`config.mk`:
```
export PLATFORM = sky130hd
export DESIGN_NAME = video_stim_gen
export DESIGN_NICKNAME = d
export VERILOG_FILES = /design/src/rtl/video_stim_gen.sv
export SDC_FILE = /design/constraint.sdc
export NUM_CORES = 1
export LEC_CHECK = 0
export BUFFER_PORTS_ARGS = -buffer_cell sky130_fd_sc_hd__buf_4
export CAP_MARGIN = 20
export CORE_MARGIN = 10
export CORE_UTILIZATION = 50
export DETAILED_ROUTE_END_ITERATION = 10
export PLACE_DENSITY = 0.74
export SLEW_MARGIN = 20
export SYNTH_ARGS = -nofsm -noshare
export SYNTH_HDL_FRONTEND = slang
export SYNTH_SLANG_ARGS = --single-unit
```
`constraint.sdc`:
```
create_clock -name clka -period 3.29 [get_ports clka]
set_clock_uncertainty 0.1 [all_clocks]
set_input_delay 0 -clock clka [delete_from_list [all_inputs] [get_ports clka]]
set_output_delay 0 -clock clka [all_outputs]
set_load 0.05 [all_outputs]
```
`src/rtl/video_stim_gen.sv`:
```
// Frame-timed video test-pattern source: ramp, coordinate, checker or constant pixels with sync strobes.
// Define STIM_GEN_CHKSUM_EN to build the per-frame pixel checksum driven on chkSum.
module video_stim_gen #(
  parameter int DATA_WIDTH  = 16,
  parameter int RES_WIDTH   = 11,
  parameter int BLANK_WIDTH = 8
) (
  input  logic                   clka,
  input  logic                   rst,
  input  logic                   en,
  input  logic                   start,
  input  logic                   abort,
  input  logic                   cont,
  input  logic [1:0]             mode,
  input  logic [DATA_WIDTH-1:0]  seed,
  input  logic [RES_WIDTH-1:0]   inXRes,
  input  logic [RES_WIDTH-1:0]   inYRes,
  input  logic [BLANK_WIDTH-1:0] hBlank,
  input  logic [BLANK_WIDTH-1:0] vBlank,
  output logic [DATA_WIDTH-1:0]  dOut,
  output logic                   dOutEn,
  output logic                   oHsyn,
  output logic                   oVsyn,
  output logic                   busy,
  output logic                   frameDone,
  output logic [31:0]            chkSum
);
  // state  | meaning
  // IDLE   | waiting for a start pulse
  // VSYNC  | frame-start strobe, frame config latched
  // PIX    | emitting the pixels of the current row
  // HBLANK | row blanking, oHsyn on its first cycle
  // VBLANK | frame blanking
  typedef enum logic [2:0] {S_IDLE, S_VSYNC, S_PIX, S_HBLANK, S_VBLANK} state_t;

  state_t                 state_q;
  logic [RES_WIDTH-1:0]   x_q, y_q, xres_q, yres_q;
  logic [DATA_WIDTH-1:0]  ramp_q, seed_q, dout_q;
  logic [BLANK_WIDTH-1:0] cnt_q, hb_q, vb_q;
  logic [1:0]             mode_q;
  logic                   douten_q, hsyn_q, vsyn_q, busy_q, done_q;

  logic                   cfg_ok, row_end, last_row, blank_done, frame_end, launch;
  logic [BLANK_WIDTH-1:0] hb_len;

  function automatic logic [DATA_WIDTH-1:0] pix_val(
    input logic [1:0]            m,
    input logic [DATA_WIDTH-1:0] sd,
    input logic [RES_WIDTH-1:0]  px,
    input logic [RES_WIDTH-1:0]  py,
    input logic [DATA_WIDTH-1:0] r
  );
    case (m)
      2'd0:    pix_val = r;
      2'd1:    pix_val = DATA_WIDTH'({py, px});
      2'd2:    pix_val = {DATA_WIDTH{px[3] ^ py[3]}};
      default: pix_val = sd;
    endcase
  endfunction

  always_comb begin
    cfg_ok     = (inXRes != '0) && (inYRes != '0);
    row_end    = (x_q == xres_q - RES_WIDTH'(1));
    last_row   = (y_q == yres_q - RES_WIDTH'(1));
    blank_done = (cnt_q == '0);
    hb_len     = (hb_q == '0) ? '0 : hb_q - BLANK_WIDTH'(1);
    // Last blanking cycle of the frame; a zero vBlank ends the frame straight out of HBLANK.
    frame_end  = en && !abort && blank_done &&
                 ((state_q == S_VBLANK) || (state_q == S_HBLANK && last_row && vb_q == '0));
    launch     = en && !abort && cfg_ok &&
                 ((state_q == S_IDLE && start) || (frame_end && cont));
  end

  always_ff @(posedge clka) begin
    if (rst) begin
      state_q  <= S_IDLE;
      x_q      <= '0;
      y_q      <= '0;
      ramp_q   <= '0;
      cnt_q    <= '0;
      xres_q   <= '0;
      yres_q   <= '0;
      hb_q     <= '0;
      vb_q     <= '0;
      mode_q   <= '0;
      seed_q   <= '0;
      dout_q   <= '0;
      douten_q <= 1'b0;
      hsyn_q   <= 1'b0;
      vsyn_q   <= 1'b0;
      busy_q   <= 1'b0;
      done_q   <= 1'b0;
    end else if (abort) begin
      state_q  <= S_IDLE;
      busy_q   <= 1'b0;
      dout_q   <= '0;
      douten_q <= 1'b0;
      hsyn_q   <= 1'b0;
      vsyn_q   <= 1'b0;
      done_q   <= 1'b0;
    end else if (!en) begin
      // Position is held; the next enabled edge emits what would have come next.
      dout_q   <= '0;
      douten_q <= 1'b0;
      hsyn_q   <= 1'b0;
      vsyn_q   <= 1'b0;
      done_q   <= 1'b0;
    end else begin
      dout_q   <= '0;
      douten_q <= 1'b0;
      hsyn_q   <= 1'b0;
      vsyn_q   <= 1'b0;
      done_q   <= frame_end;
      if (launch) begin
        state_q <= S_VSYNC;
        busy_q  <= 1'b1;
        vsyn_q  <= 1'b1;
        x_q     <= '0;
        y_q     <= '0;
        ramp_q  <= '0;
        xres_q  <= inXRes;
        yres_q  <= inYRes;
        hb_q    <= hBlank;
        vb_q    <= vBlank;
        mode_q  <= mode;
        seed_q  <= seed;
      end else if (frame_end) begin
        state_q <= S_IDLE;
        busy_q  <= 1'b0;
      end else begin
        case (state_q)
          S_IDLE: begin
          end
          S_VSYNC: begin
            state_q  <= S_PIX;
            douten_q <= 1'b1;
            dout_q   <= pix_val(mode_q, seed_q, x_q, y_q, ramp_q);
          end
          S_PIX: begin
            ramp_q <= ramp_q + DATA_WIDTH'(1);
            if (row_end) begin
              state_q <= S_HBLANK;
              cnt_q   <= hb_len;
              hsyn_q  <= 1'b1;
            end else begin
              x_q      <= x_q + RES_WIDTH'(1);
              douten_q <= 1'b1;
              dout_q   <= pix_val(mode_q, seed_q, x_q + RES_WIDTH'(1), y_q,
                                  ramp_q + DATA_WIDTH'(1));
            end
          end
          S_HBLANK: begin
            if (!blank_done) begin
              cnt_q <= cnt_q - BLANK_WIDTH'(1);
            end else if (!last_row) begin
              state_q  <= S_PIX;
              x_q      <= '0;
              y_q      <= y_q + RES_WIDTH'(1);
              douten_q <= 1'b1;
              dout_q   <= pix_val(mode_q, seed_q, '0, y_q + RES_WIDTH'(1), ramp_q);
            end else begin
              state_q <= S_VBLANK;
              cnt_q   <= vb_q - BLANK_WIDTH'(1);
            end
          end
          S_VBLANK: begin
            cnt_q <= cnt_q - BLANK_WIDTH'(1);
          end
          default: begin
            state_q <= S_IDLE;
            busy_q  <= 1'b0;
          end
        endcase
      end
    end
  end

  assign dOut      = dout_q;
  assign dOutEn    = douten_q;
  assign oHsyn     = hsyn_q;
  assign oVsyn     = vsyn_q;
  assign busy      = busy_q;
  assign frameDone = done_q;

`ifdef STIM_GEN_CHKSUM_EN
  logic [31:0] acc_q, chk_q;

  // Accumulates from the registered pixel stream; the final pixel always lands before frame_end.
  always_ff @(posedge clka) begin
    if (rst) begin
      acc_q <= '0;
      chk_q <= '0;
    end else begin
      if (vsyn_q) begin
        acc_q <= '0;
      end else if (douten_q) begin
        acc_q <= acc_q + 32'(dout_q);
      end
      if (frame_end) begin
        chk_q <= acc_q;
      end
    end
  end

  assign chkSum = chk_q;
`else
  assign chkSum = 32'd0;
`endif

endmodule
```
* Word level (Yosys, flattened, before mapping)
Index checks and enable logic that the tools add are counted.
Operators by class: reductions and logical operators 38, add/subtract/negate cells 8, shifts and indexed selects 0, bitwise gates (word level) 7, equal/unequal tests 19, divide/modulo/power cells 0, $lt $le $gt $ge 0, multiply operators 0, muxes and demuxes 41
Operator list (count):
- case mux 16 bit (3 select lines) | 4
- 2-to-1 mux 11 bit | 10
- 2-to-1 mux 16 bit | 6
- 2-to-1 mux 8 bit | 4
- zero test 8 bit | 3
- case mux 8 bit (3 select lines) | 1
- subtractor 8 x 1 -> 8 bit (second input constant) | 3
- adder 11 x 1 -> 11 bit (second input constant) | 2
- == test 11 bit | 2
- case mux 11 bit (2 select lines) | 1
- nonzero test 11 bit | 2
- subtractor 11 x 1 -> 11 bit (second input constant) | 2
- adder 16 x 1 -> 16 bit (second input constant) | 1
- 2-to-1 mux 3 bit | 5
- AND reduction 7 bit | 2
- inequality test 3 bit (second input constant) | 4
- case mux 3 bit (4 select lines) | 1
- logical AND 1 bit | 10
- OR reduction 5 bit | 2
- 2-to-1 mux 1 bit | 8
- inequality test 4 bit (second input constant) | 2
- AND reduction 4 bit | 2
- == test 3 x 2 -> 1 bit (second input constant) | 2
- inequality test 3 x 1 -> 1 bit (second input constant) | 2
- 21 further kinds | 32
Storage, ports and cells: bits in read-only memories 0, word-level logic and storage cells 130, latch bits 0, bits in registers 126, memories 0, RAM bits 0

* Longest topological paths before layout
Gate-level depths: netlist of run 1.
depth in word-level cells 11, gate-level depth with buffers 13

* Worst setup path after synthesis of run 1
No wires, ideal clock.
path type register -> register, from reg yres_q[0], to reg x_q[1], arrival time 3.086 ns, stages on the path, launching flop included 13, path slack -0.024 ns, period minus slack after synthesis 3.314 ns, cell sequence dfxtp_1 inv_1 ha_1 or4b_1 or3_4 a2111oi_4 nand3_4 or4_1 o211ai_2 buf_6 buf_8 mux2i_1 nor2_1
Between the ends: word-level cells in the longest chain between the ends 11, elaborated cells between the ends (all ways) 16, those cells by class add/sub: 1; eq/ne: 5; mux: 1; reduce/logical: 9
Ends and longest elaborated chain:
- from (decl) | RTL line 37 | logic [RES_WIDTH-1:0] x_q, y_q, xres_q, yres_q;
- from (signal assigned) | RTL line 122 | yres_q <= inYRes;
- subtractor 11 x 1 -> 11 bit * | RTL line 64 | last_row = (y_q == yres_q - RES_WIDTH'(1));
- == test 11 bit * | RTL line 64
- logical AND 1 bit (2 in series) | RTL line 69 | ((state_q == S_VBLANK) || (state_q == S_HBLANK && last_row && vb_q == '0));
- logical OR 1 bit | RTL line 69
- logical AND 1 bit | RTL line 68 | frame_end = en && !abort && blank_done &&
- logical AND 1 bit | RTL line 71 | ((state_q == S_IDLE && start) || (frame_end && cont));
- logical OR 1 bit | RTL line 71
- logical AND 1 bit | RTL line 70 | launch = en && !abort && cfg_ok &&
- inequality test 3 bit (no source line), or another cell as far along
- AND reduction 7 bit (no source line)
- to (signal assigned) | RTL line 146 | x_q <= x_q + RES_WIDTH'(1);
- to (decl) | RTL line 37
Mark *: on every way between the ends. The rest lies on a longest branch, timed or not. A chain may end at the register's enable or synchronous reset.

* Worst setup path in the final report of run 1
from reg yres_q[0], to reg cnt_q[7]
Between the ends: word-level cells in the longest chain between the ends 11, elaborated cells between the ends (all ways) 13, those cells by class add/sub: 1; eq/ne: 2; bitwise: 2; reduce/logical: 8
Ends and longest elaborated chain:
- subtractor 11 x 1 -> 11 bit * | RTL line 64
- == test 11 bit * | RTL line 64
- logical AND 1 bit (2 in series) | RTL line 69
- logical OR 1 bit | RTL line 69
- logical AND 1 bit | RTL line 68
- logical AND 1 bit | RTL line 71
- logical OR 1 bit | RTL line 71
- logical AND 1 bit | RTL line 70
- inverter 1 bit (no source line)
- AND reduction 7 bit (no source line) *
- to (signal assigned) | RTL line 143 | cnt_q <= hb_len;
- to (signal assigned) | RTL line 154 | cnt_q <= cnt_q - BLANK_WIDTH'(1);
- to (signal assigned) | RTL line 163 | cnt_q <= vb_q - BLANK_WIDTH'(1);
- to (decl) | RTL line 39 | logic [BLANK_WIDTH-1:0] cnt_q, hb_q, vb_q;
Marked as above.

==> impl_metrics.tcl, run 1 <==
set metrics [dict create \
    status "finished clean" \
    drc 0 \
    fin_area_mm2 0.0101 \
    synth_area_mm2 0.00791 \
    synth_seq_cells 126 \
    fp-row-count 45 \
    power_density_mw_per_mm2 417 \
    ios 115 \
    crit_required_ps 3520 \
    track_usage_pct 22.2 \
    finalCriticalPeriod_ps 3260 \
    numClockSinks 126 \
    path_class "flop to flop" \
    avgSynthCellArea_um2 7.48 \
    root_buffer "clkbuf_16" \
    postRouteWirelength_um 24600 \
    fp.dieH_um 146 \
    antenna_cells 0 \
    setup_ws_ps 29.3 \
    maxSlewHeadroom_pct 30.5 \
    slowest_stage "or4b_4" \
    path_cells "inv_2 -> ha_4 -> or4b_4 -> or3_4 -> a2111oi_4 -> buf_4 -> nand3_4 -> o31a_4 -> nor3_4 -> buf_6 -> a31oi_4 -> a311oi_2" \
    vdd_drop_max_uv 410 \
    crit_buf_inv 3 \
    start_util_pct 51.4 \
    numCtsBuffers 17 \
    layout_commonest_cell "nand2_1" \
    rsz0062_at_grt "yes" \
    gp_congestion 0.965 \
    crit_path_end_kind "flop" \
    cts_max_level 4 \
    async_flop_share_pct 0 \
    yosysUniqueCellTypes 75 \
    syn2layout_area_growth_pct 28.0 \
    hold_viol 0 \
    clk_transition_reported_paths_ps 50 \
    grt_pass1_vias 7867 \
    post-place-ws_ps -117 \
    drt_pass1_iterations 8 \
    ys_seq_area_share_pct 31.9 \
    post-route-period-util_pct 99.1 \
    cap_violations 0 \
    synth_edf_count 0 \
    final-max-slew-violation-count 0 \
    nFillCells 1277 \
    grt_pass1_wl_um 39800 \
    crit_fanout 7 \
    die_area_mm2 0.0212 \
    hold_path.class "input port to flop" \
    clk_latency_ps 420 \
    startpoint_type "flop" \
    drive_above_1_share_pct 17.4 \
    cpPeakStageDelay_ps 460 \
    synth-warning-count 0 \
    holdWs_ps 240 \
    p_total_mw 4.22 \
    most-common-layout-cells "173 x nand2_1, 132 x buf_4, 125 x dfxtp_1" \
    antenna_found_initial 0 \
    io_buffers 82 \
    num_vias 8245 \
    nets 1267 \
    syn_inst 1057 \
    critPathTopFamily "simple AND/OR/NAND/NOR gates" \
    fmax_mhz 307 \
    cts_tree "done" \
    ant_nets 0 \
    leakagePower_nw 3.85 \
    cts_max_path_buffers 2 \
    drt_iter0_markers 981 \
    cp.arrival_ps 3490 \
    place_area_mm2 0.00876 \
    worst_pin_slew_ps 1040 \
    dp_hpwl_um 16900 \
    fp.coreArea_mm2 0.0154 \
    overflow 0 \
    final-setup-viol-count 0 \
    grt_start_max_net_pins 48 \
    wl_per_cell_um 17.3 \
    via_per_inst 5.81 \
    synth_top_flop_cell "dfxtp_1" \
    die_x_um 146 \
]
## tightest hold or removal path, cell delays in order
cell           delay, ps
dlygate4sd3_1        530
buf_4                120
nor4_1                50
## final timing paths
check | startpoint | to | slack, ps | cells after the start
worst max-delay path | yres_q[0] | cnt_q[7] | 30 | 12
worst min register to register | seed_q[9] | seed_q[9] | 350 | 2
worst min-delay path | abort | state_q[1] | 240 | 3
worst max register to register | yres_q[0] | cnt_q[7] | 30 | 12
## cell families after synthesis
kind of cell | Yosys count | share of synthesized area [%]
and+or+nand+nor | 408 | 24.5
AOI/OAI and AO/OA | 299 | 23.9
buffers and inverters | 129 | 8.62
DFF | 126 | 31.9
xor gates and xnor gates | 76 | 8.42
adders and majority gates | 9 | 1.42
muxes | 9 | 1.17
other | 1 | 0.0474
## final cells by class
cell class	count	area, um^2	share of cell area, %
Tap cell	211	264	2.61
Multi-Input combinational cell	835	4920	48.6
Inverter	18	67.6	0.668
Clock inverter	11	186	1.84
Clock buffer	20	467	4.61
Timing Repair Buffer	198	1700	16.8
Sequential cell	126	2520	24.9
## layer usage
layer	GRT usage (%)	part of all wire [%]
met3	6.02	9.4
met5	0	0
met4	7.74	2.2
met2	34.7	45
met1	28.7	43
## Yosys cell counts (9+ instances only)
cell / count / area (um^2)
xor2_1: 30 / 263
buf_2: 11 / 55.1
nor2_1: 89 / 334
buf_4: 34 / 255
o21ai_0: 55 / 275
dfxtp_1: 126 / 2520
or3_1: 9 / 56.3
nand3_1: 28 / 140
ha_1: 9 / 113
a21oi_1: 113 / 566
xnor2_1: 46 / 403
a211oi_1: 11 / 82.6
nand2_1: 173 / 649
nor4_1: 18 / 113
a31oi_1: 23 / 144
and3_1: 10 / 62.6
inv_1: 17 / 63.8
a311oi_1: 15 / 131
a21o_1: 11 / 82.6
nor3_1: 24 / 120
o21a_1: 9 / 67.6
clkbuf_1: 58 / 218
## what timing repair did
| action | in CTS | in global routing |
|---|---|---|
| hold endpoints to repair | 60 | 0 |
| hold buffers | 59 | 0 |
| pin swaps | 8 | 4 |
| setup buffers | 0 | 2 |
| endpoints found under the setup margin | 59 | 99 |
| cloned | 1 | 1 |
| resized for setup | 3 | 15 |
## flip-flops by register name, summed over array words and instances (netlist names), 2 cells and up
register,cells
cnt_q,8
hb_q,8
xres_q,11
x_q,11
state_q,3
seed_q,16
vb_q,8
mode_q,2
yres_q,11
dOut,16
y_q,11
ramp_q,16
## per-stage QoR
step	util (%)	instances	TNS [ps]
after floorplan	-	1088	0
after global placement	57.0	1325	0
final	65.8	1419	0
after CTS	65.2	1416	0
after detailed placement	57.0	1325	-773
after global routing	65.8	1419	-1790
## report_power, final
group	internal [mW]	total [mW]	switching (mW)
combinational	0.232	0.564	0.332
sequential	1.55	1.58	0.0246
clock	1.40	2.09	0.689
total	3.18	4.22	1.05
Power figures use the tool's default switching activity.
==> inputs of run 2 (changes only) <==
--- a/config.mk
+++ b/config.mk
@@ -10,6 +10,7 @@
 export CORE_MARGIN = 10
 export CORE_UTILIZATION = 50
 export DETAILED_ROUTE_END_ITERATION = 10
+export GPL_TIMING_DRIVEN = 0
 export PLACE_DENSITY = 0.74
 export SLEW_MARGIN = 20
 export SYNTH_ARGS = -nofsm -noshare
==> run 2 against run 1 <==
The run now ends with setup timing left. Maximum frequency down 3.4%. Power increased by 1.5%. Register-to-register slack got worse by 120 ps. Clock-buffer cell count rose by 2. First-iteration DRC count up 13%. Sequential power hardly changed. Sequential share of layout area shrank 2.1 points. Cell count grew 6.1%. Non-clock buffer count up 88. Clock power fell by 2%. Global-route usage is 2.4 points higher. Utilization rose by 6.3 points. Critical path type unchanged. Largest power group unchanged.
==> impl_metrics.tcl, run 2 (synthesized netlist as in run 1, its figures left out) <==
set metrics [dict create \
    track_usage_pct 24.6 \
    worst_pin_slew_ps 1100 \
    met3_usage_pct 6.27 \
    hold_viol 0 \
    die_area_mm2 0.0212 \
    start_util_pct 51.4 \
    finalCriticalPeriod_ps 3380 \
    layout_commonest_cell "nand2_1" \
    path_cells "inv_4 -> ha_4 -> or4b_4 -> or3_4 -> a2111oi_4 -> nand3_4 -> o31a_4 -> nor3_4 -> buf_4 -> nand3_2 -> o32ai_1" \
    fp.coreArea_mm2 0.0154 \
    clk_latency_ps 440 \
    crit_required_ps 3540 \
    wl_per_cell_um 19.0 \
    grt_most_used_layer "met2" \
    numCtsBuffers 17 \
    overflow 0 \
    path_class "flop to flop" \
    met2_usage_pct 39.1 \
    gp_congestion 0.992 \
    drive_above_1_share_pct 23.5 \
    critPathTopFamily "simple AND/OR/NAND/NOR gates" \
    met1_usage_pct 32.0 \
    worstHoldPathCells 3 \
    hold_path.class "input port to flop" \
    crit_path_end_kind "flop" \
    crit_fanout 6 \
    most-common-layout-cells "158 x nand2_1, 141 x buf_4, 124 x dfxtp_1" \
    cts_max_level 4 \
    post-route-period-util_pct 103 \
    grt_pass1_vias 7945 \
    syn2layout_area_growth_pct 40.2 \
    status "finished with violations" \
    clk_transition_reported_paths_ps 60 \
    setup_ws_ps -87.1 \
    ant_nets 0 \
    fp.dieH_um 146 \
    path_depth 11 \
    cap_violations 0 \
    maxSlewHeadroom_pct 26.0 \
    nets 1353 \
    io_buffers 82 \
    final-max-slew-violation-count 0 \
    startpoint_type "flop" \
    via_per_inst 5.85 \
    postRouteWirelength_um 28600 \
    crit_buf_inv 2 \
    numClockSinks 126 \
    cts_tree "done" \
    final-setup-viol-count 22 \
    dp_hpwl_um 19000 \
    cts_max_path_buffers 2 \
    cpPeakStageDelay_ps 460 \
    leakagePower_nw 4.30 \
    ff2ff_path_depth 11 \
    ios 115 \
    root_buffer "clkbuf_16" \
    antenna_found_initial 0 \
    die_x_um 146 \
    power_density_mw_per_mm2 387 \
    vdd_drop_max_uv 398 \
    grt_start_max_net_pins 17 \
    drc 0 \
    post-place-ws_ps -652 \
    drt_iter0_markers 1107 \
    rsz0062_at_grt "yes" \
    finalSetupTns_ps -576 \
    fmax_mhz 296 \
    fp-row-count 45 \
    slowest_stage "or4b_4" \
    cp.arrival_ps 3620 \
    drt_pass1_iterations 10 \
    antenna_cells 0 \
    num_vias 8806 \
    grt_pass1_wl_um 43000 \
    violations "setup timing" \
]
==> run 2: timing repair <==
action	in CTS	in global routing
cloned	1	5
hold buffers	59	0
gates resized for setup	42	129
setup endpoints to repair	125	121
hold endpoints to repair	71	0
buffers inserted	17	15
pin swaps	10	64
==> run 2: final timing paths <==
| kind | slack, ps | endpoint | from |
|---|---|---|---|
| setup / recovery | -90 | cnt_q[3] | yres_q[1] |
| hold / removal | 240 | state_q[1] | abort |
| setup reg to reg | -90 | cnt_q[3] | yres_q[1] |
| hold reg to reg | 360 | seed_q[13] | seed_q[13] |
==> run 2: worst min-delay path, stage by stage <==
cell           delay (ps)
dlygate4sd3_1         540
buf_4                 130
nor4_1                 50
==> run 2: stage by stage <==
step           power [mW]  instance area (um^2)  std cells  hold slack, ps  utilization (%)
3_5_place_dp         2.11                  8910       1381             104             58.0
3_3_place_gp         2.11                  8910       1381            98.6             57.9
6_report             4.29                 11100       1505             240             72.1
5_1_grt              4.40                 11100       1505             258             72.1
4_1_cts              4.22                 10500       1489             228             68.1
2_1_floorplan        1.96                  8030       1088           -21.5                -
==> run 2: area by class of cell <==
type                            count  area [um^2]
Sequential cell                   126         2530
Clock inverter                      9          158
Timing Repair Buffer              179         1640
Multi-Input combinational cell    833         5240
Inverter                           18         70.1
Buffer                            107          698
Tap cell                          211          264
Fill cell                        1139         4280
Clock buffer                       22          484
==> run 2: power breakdown <==
part	leakage (nW)	total (mW)	internal (mW)	switching [mW]
registers	1.02	1.58	1.55	0.0276
logic	2.97	0.656	0.274	0.382
clock network	0.308	2.05	1.34	0.710
==> run 2: routing by layer <==
| metal | vias up | share of wire, % |
|---|---|---|
| met3 | 68 | 10 |
| met5 | - | 0 |
| met2 | 510 | 47 |
| met1 | 4082 | 40 |
| li1 | 4146 | - |
| met4 | 0 | 2.3 |
==> inputs of run 3 (changes only) <==
--- a/config.mk
+++ b/config.mk
@@ -11,7 +11,9 @@
 export CORE_UTILIZATION = 50
 export DETAILED_ROUTE_END_ITERATION = 10
 export GPL_TIMING_DRIVEN = 0
+export HOLD_SLACK_MARGIN = 0.1
 export PLACE_DENSITY = 0.74
+export RECOVER_POWER = 50
 export SLEW_MARGIN = 20
 export SYNTH_ARGS = -nofsm -noshare
 export SYNTH_HDL_FRONTEND = slang
==> run 3 against run 2 <==
First-iteration DRC count is 1.3% higher. Clock-buffer cell count did not move. Non-clock buffer count did not move. Combinational power barely moved. Die area unchanged. Utilization decreased by 0.42 points. Critical path depth unchanged. Sequential power is essentially flat. Critical endpoint unchanged. The run still ends with setup timing left.
==> impl_metrics.tcl, run 3 (synthesized netlist as in run 1, its figures left out) <==
set metrics [dict create \
    drt_iter0_markers 1121 \
    crit_fanout 6 \
    finalSetupTns_ps -587 \
    cpPeakStageDelay_ps 460 \
    drive_above_1_share_pct 22.2 \
    wl_per_cell_um 19.0 \
    layout_commonest_cell "nand2_1" \
    path_cells "inv_4 -> ha_4 -> or4b_4 -> or3_4 -> a2111oi_4 -> nand3_4 -> o31a_4 -> nor3_4 -> buf_4 -> nand3_2 -> o32ai_1" \
    die_area_mm2 0.0212 \
    reg2reg_from "yres_q[1]" \
    path_class "flop to flop" \
    overflow 0 \
    crit_path_end_kind "flop" \
    leakagePower_nw 4.23 \
    maxSlewHeadroom_pct 27.1 \
    most-common-layout-cells "158 x nand2_1, 124 x buf_4, 124 x dfxtp_1" \
    vdd_drop_max_uv 397 \
    fp-row-count 45 \
    startpoint "yres_q[1]" \
    drt_pass1_iterations 8 \
    stdcell_count 1505 \
    cts_max_level 4 \
    final-setup-viol-count 24 \
    critPathCapture "cnt_q[3]" \
    via_per_inst 5.81 \
    dp_hpwl_um 19000 \
    violations "setup timing" \
    grt_pass1_wl_um 43000 \
    status "finished with violations" \
    final-max-slew-violation-count 0 \
    nets 1353 \
    gp_congestion 0.992 \
    cts_tree "done" \
    dp.cells 1381 \
    clk_latency_ps 440 \
    numCtsBuffers 17 \
    fmax_mhz 295 \
    start_util_pct 51.4 \
    die_x_um 146 \
    path_depth 11 \
    slowest_stage "or4b_4" \
    ant_nets 0 \
    hold_path.class "input port to flop" \
    drc 0 \
    cts_max_path_buffers 2 \
    hold_viol 0 \
    post-place-ws_ps -652 \
    numClockSinks 126 \
    cp.arrival_ps 3630 \
    critPathTopFamily "simple AND/OR/NAND/NOR gates" \
    setup_ws_ps -94.7 \
    power_density_mw_per_mm2 389 \
    ff2ff_path_depth 11 \
    rsz0062_at_grt "yes" \
    fp.coreArea_mm2 0.0154 \
    postRouteWirelength_um 28600 \
    holdWs_ps 249 \
    antenna_cells 0 \
    cap_violations 0 \
    io_buffers 82 \
    worstReg2RegEnd "cnt_q[3]" \
    worst_pin_slew_ps 1080 \
    post-route-period-util_pct 103 \
    grt_start_max_net_pins 17 \
    num_vias 8751 \
    startpoint_type "flop" \
    crit_buf_inv 2 \
    syn2layout_area_growth_pct 39.4 \
    reg2reg_slack_ps -90 \
    grt_pass1_vias 7945 \
    clk_transition_reported_paths_ps 60 \
    ios 115 \
    finalCriticalPeriod_ps 3380 \
    track_usage_pct 24.6 \
    crit_required_ps 3540 \
    antenna_found_initial 0 \
    fp.dieH_um 146 \
    root_buffer "clkbuf_16" \
]
-- run 3: cell count changes in the layout (fill, tap and decap cells not counted), sizes merged --
cell / change
buf: -17
clkbuf: +17
-- run 3: cell type report --
type,instances,area [um^2]
clock buffers,22,484
plain buffers,107,698
clock inverters,9,158
fillers,1155,4350
well taps,211,264
flip-flops and latches,126,2530
repair buffers,179,1580
inverters,18,70.1
multi-input cells,833,5240
-- run 3: worst min path at each step --
| stage | cells past startpoint | to | slack (ps) | startpoint |
|---|---|---|---|---|
| after global routing | 3 | state_q[1] | 260 | abort |
| after detailed placement | 2 | state_q[1] | 100 | abort |
| after floorplan | 1 | state_q[1] | -20 | abort |
| after global placement | 2 | state_q[1] | 100 | abort |
| after CTS | 3 | state_q[1] | 230 | abort |
| final | 3 | state_q[1] | 250 | abort |
-- run 3: what timing repair did --
item	in CTS	in global routing
hold endpoints to repair	76	0
endpoints found under the setup margin	125	121
cloned	1	5
setup buffers	17	15
resized for setup	42	129
hold buffers	59	0
pin swaps	10	64
-- run 3: tightest hold or removal path, delay by kind of cell --
family	cells	cell delay, ps
buffers and inverters	2	680
and+or+nand+nor	1	50
-- run 3: per-stage QoR --
step	utilization (%)	power, mW	instance area (um^2)
floorplan	-	1.96	8030
global placement	57.9	2.11	8910
detailed placement	58.0	2.11	8910
CTS	68.1	4.22	10500
global route	71.7	4.40	11000
finish	71.7	4.29	11000
-- run 3: metal layers --
layer  GRT usage [%]  vias up  wire, um
li1                -     4147         -
met1            32.0     4068     11900
met2            39.1      461     13400
met3            6.27       75      2580
met4            7.18        0       657
met5               0        -         0
-- run 3: where the power goes --
part | switching [mW] | internal (mW)
clock network | 0.711 | 1.34
logic | 0.382 | 0.274
registers | 0.0275 | 1.55
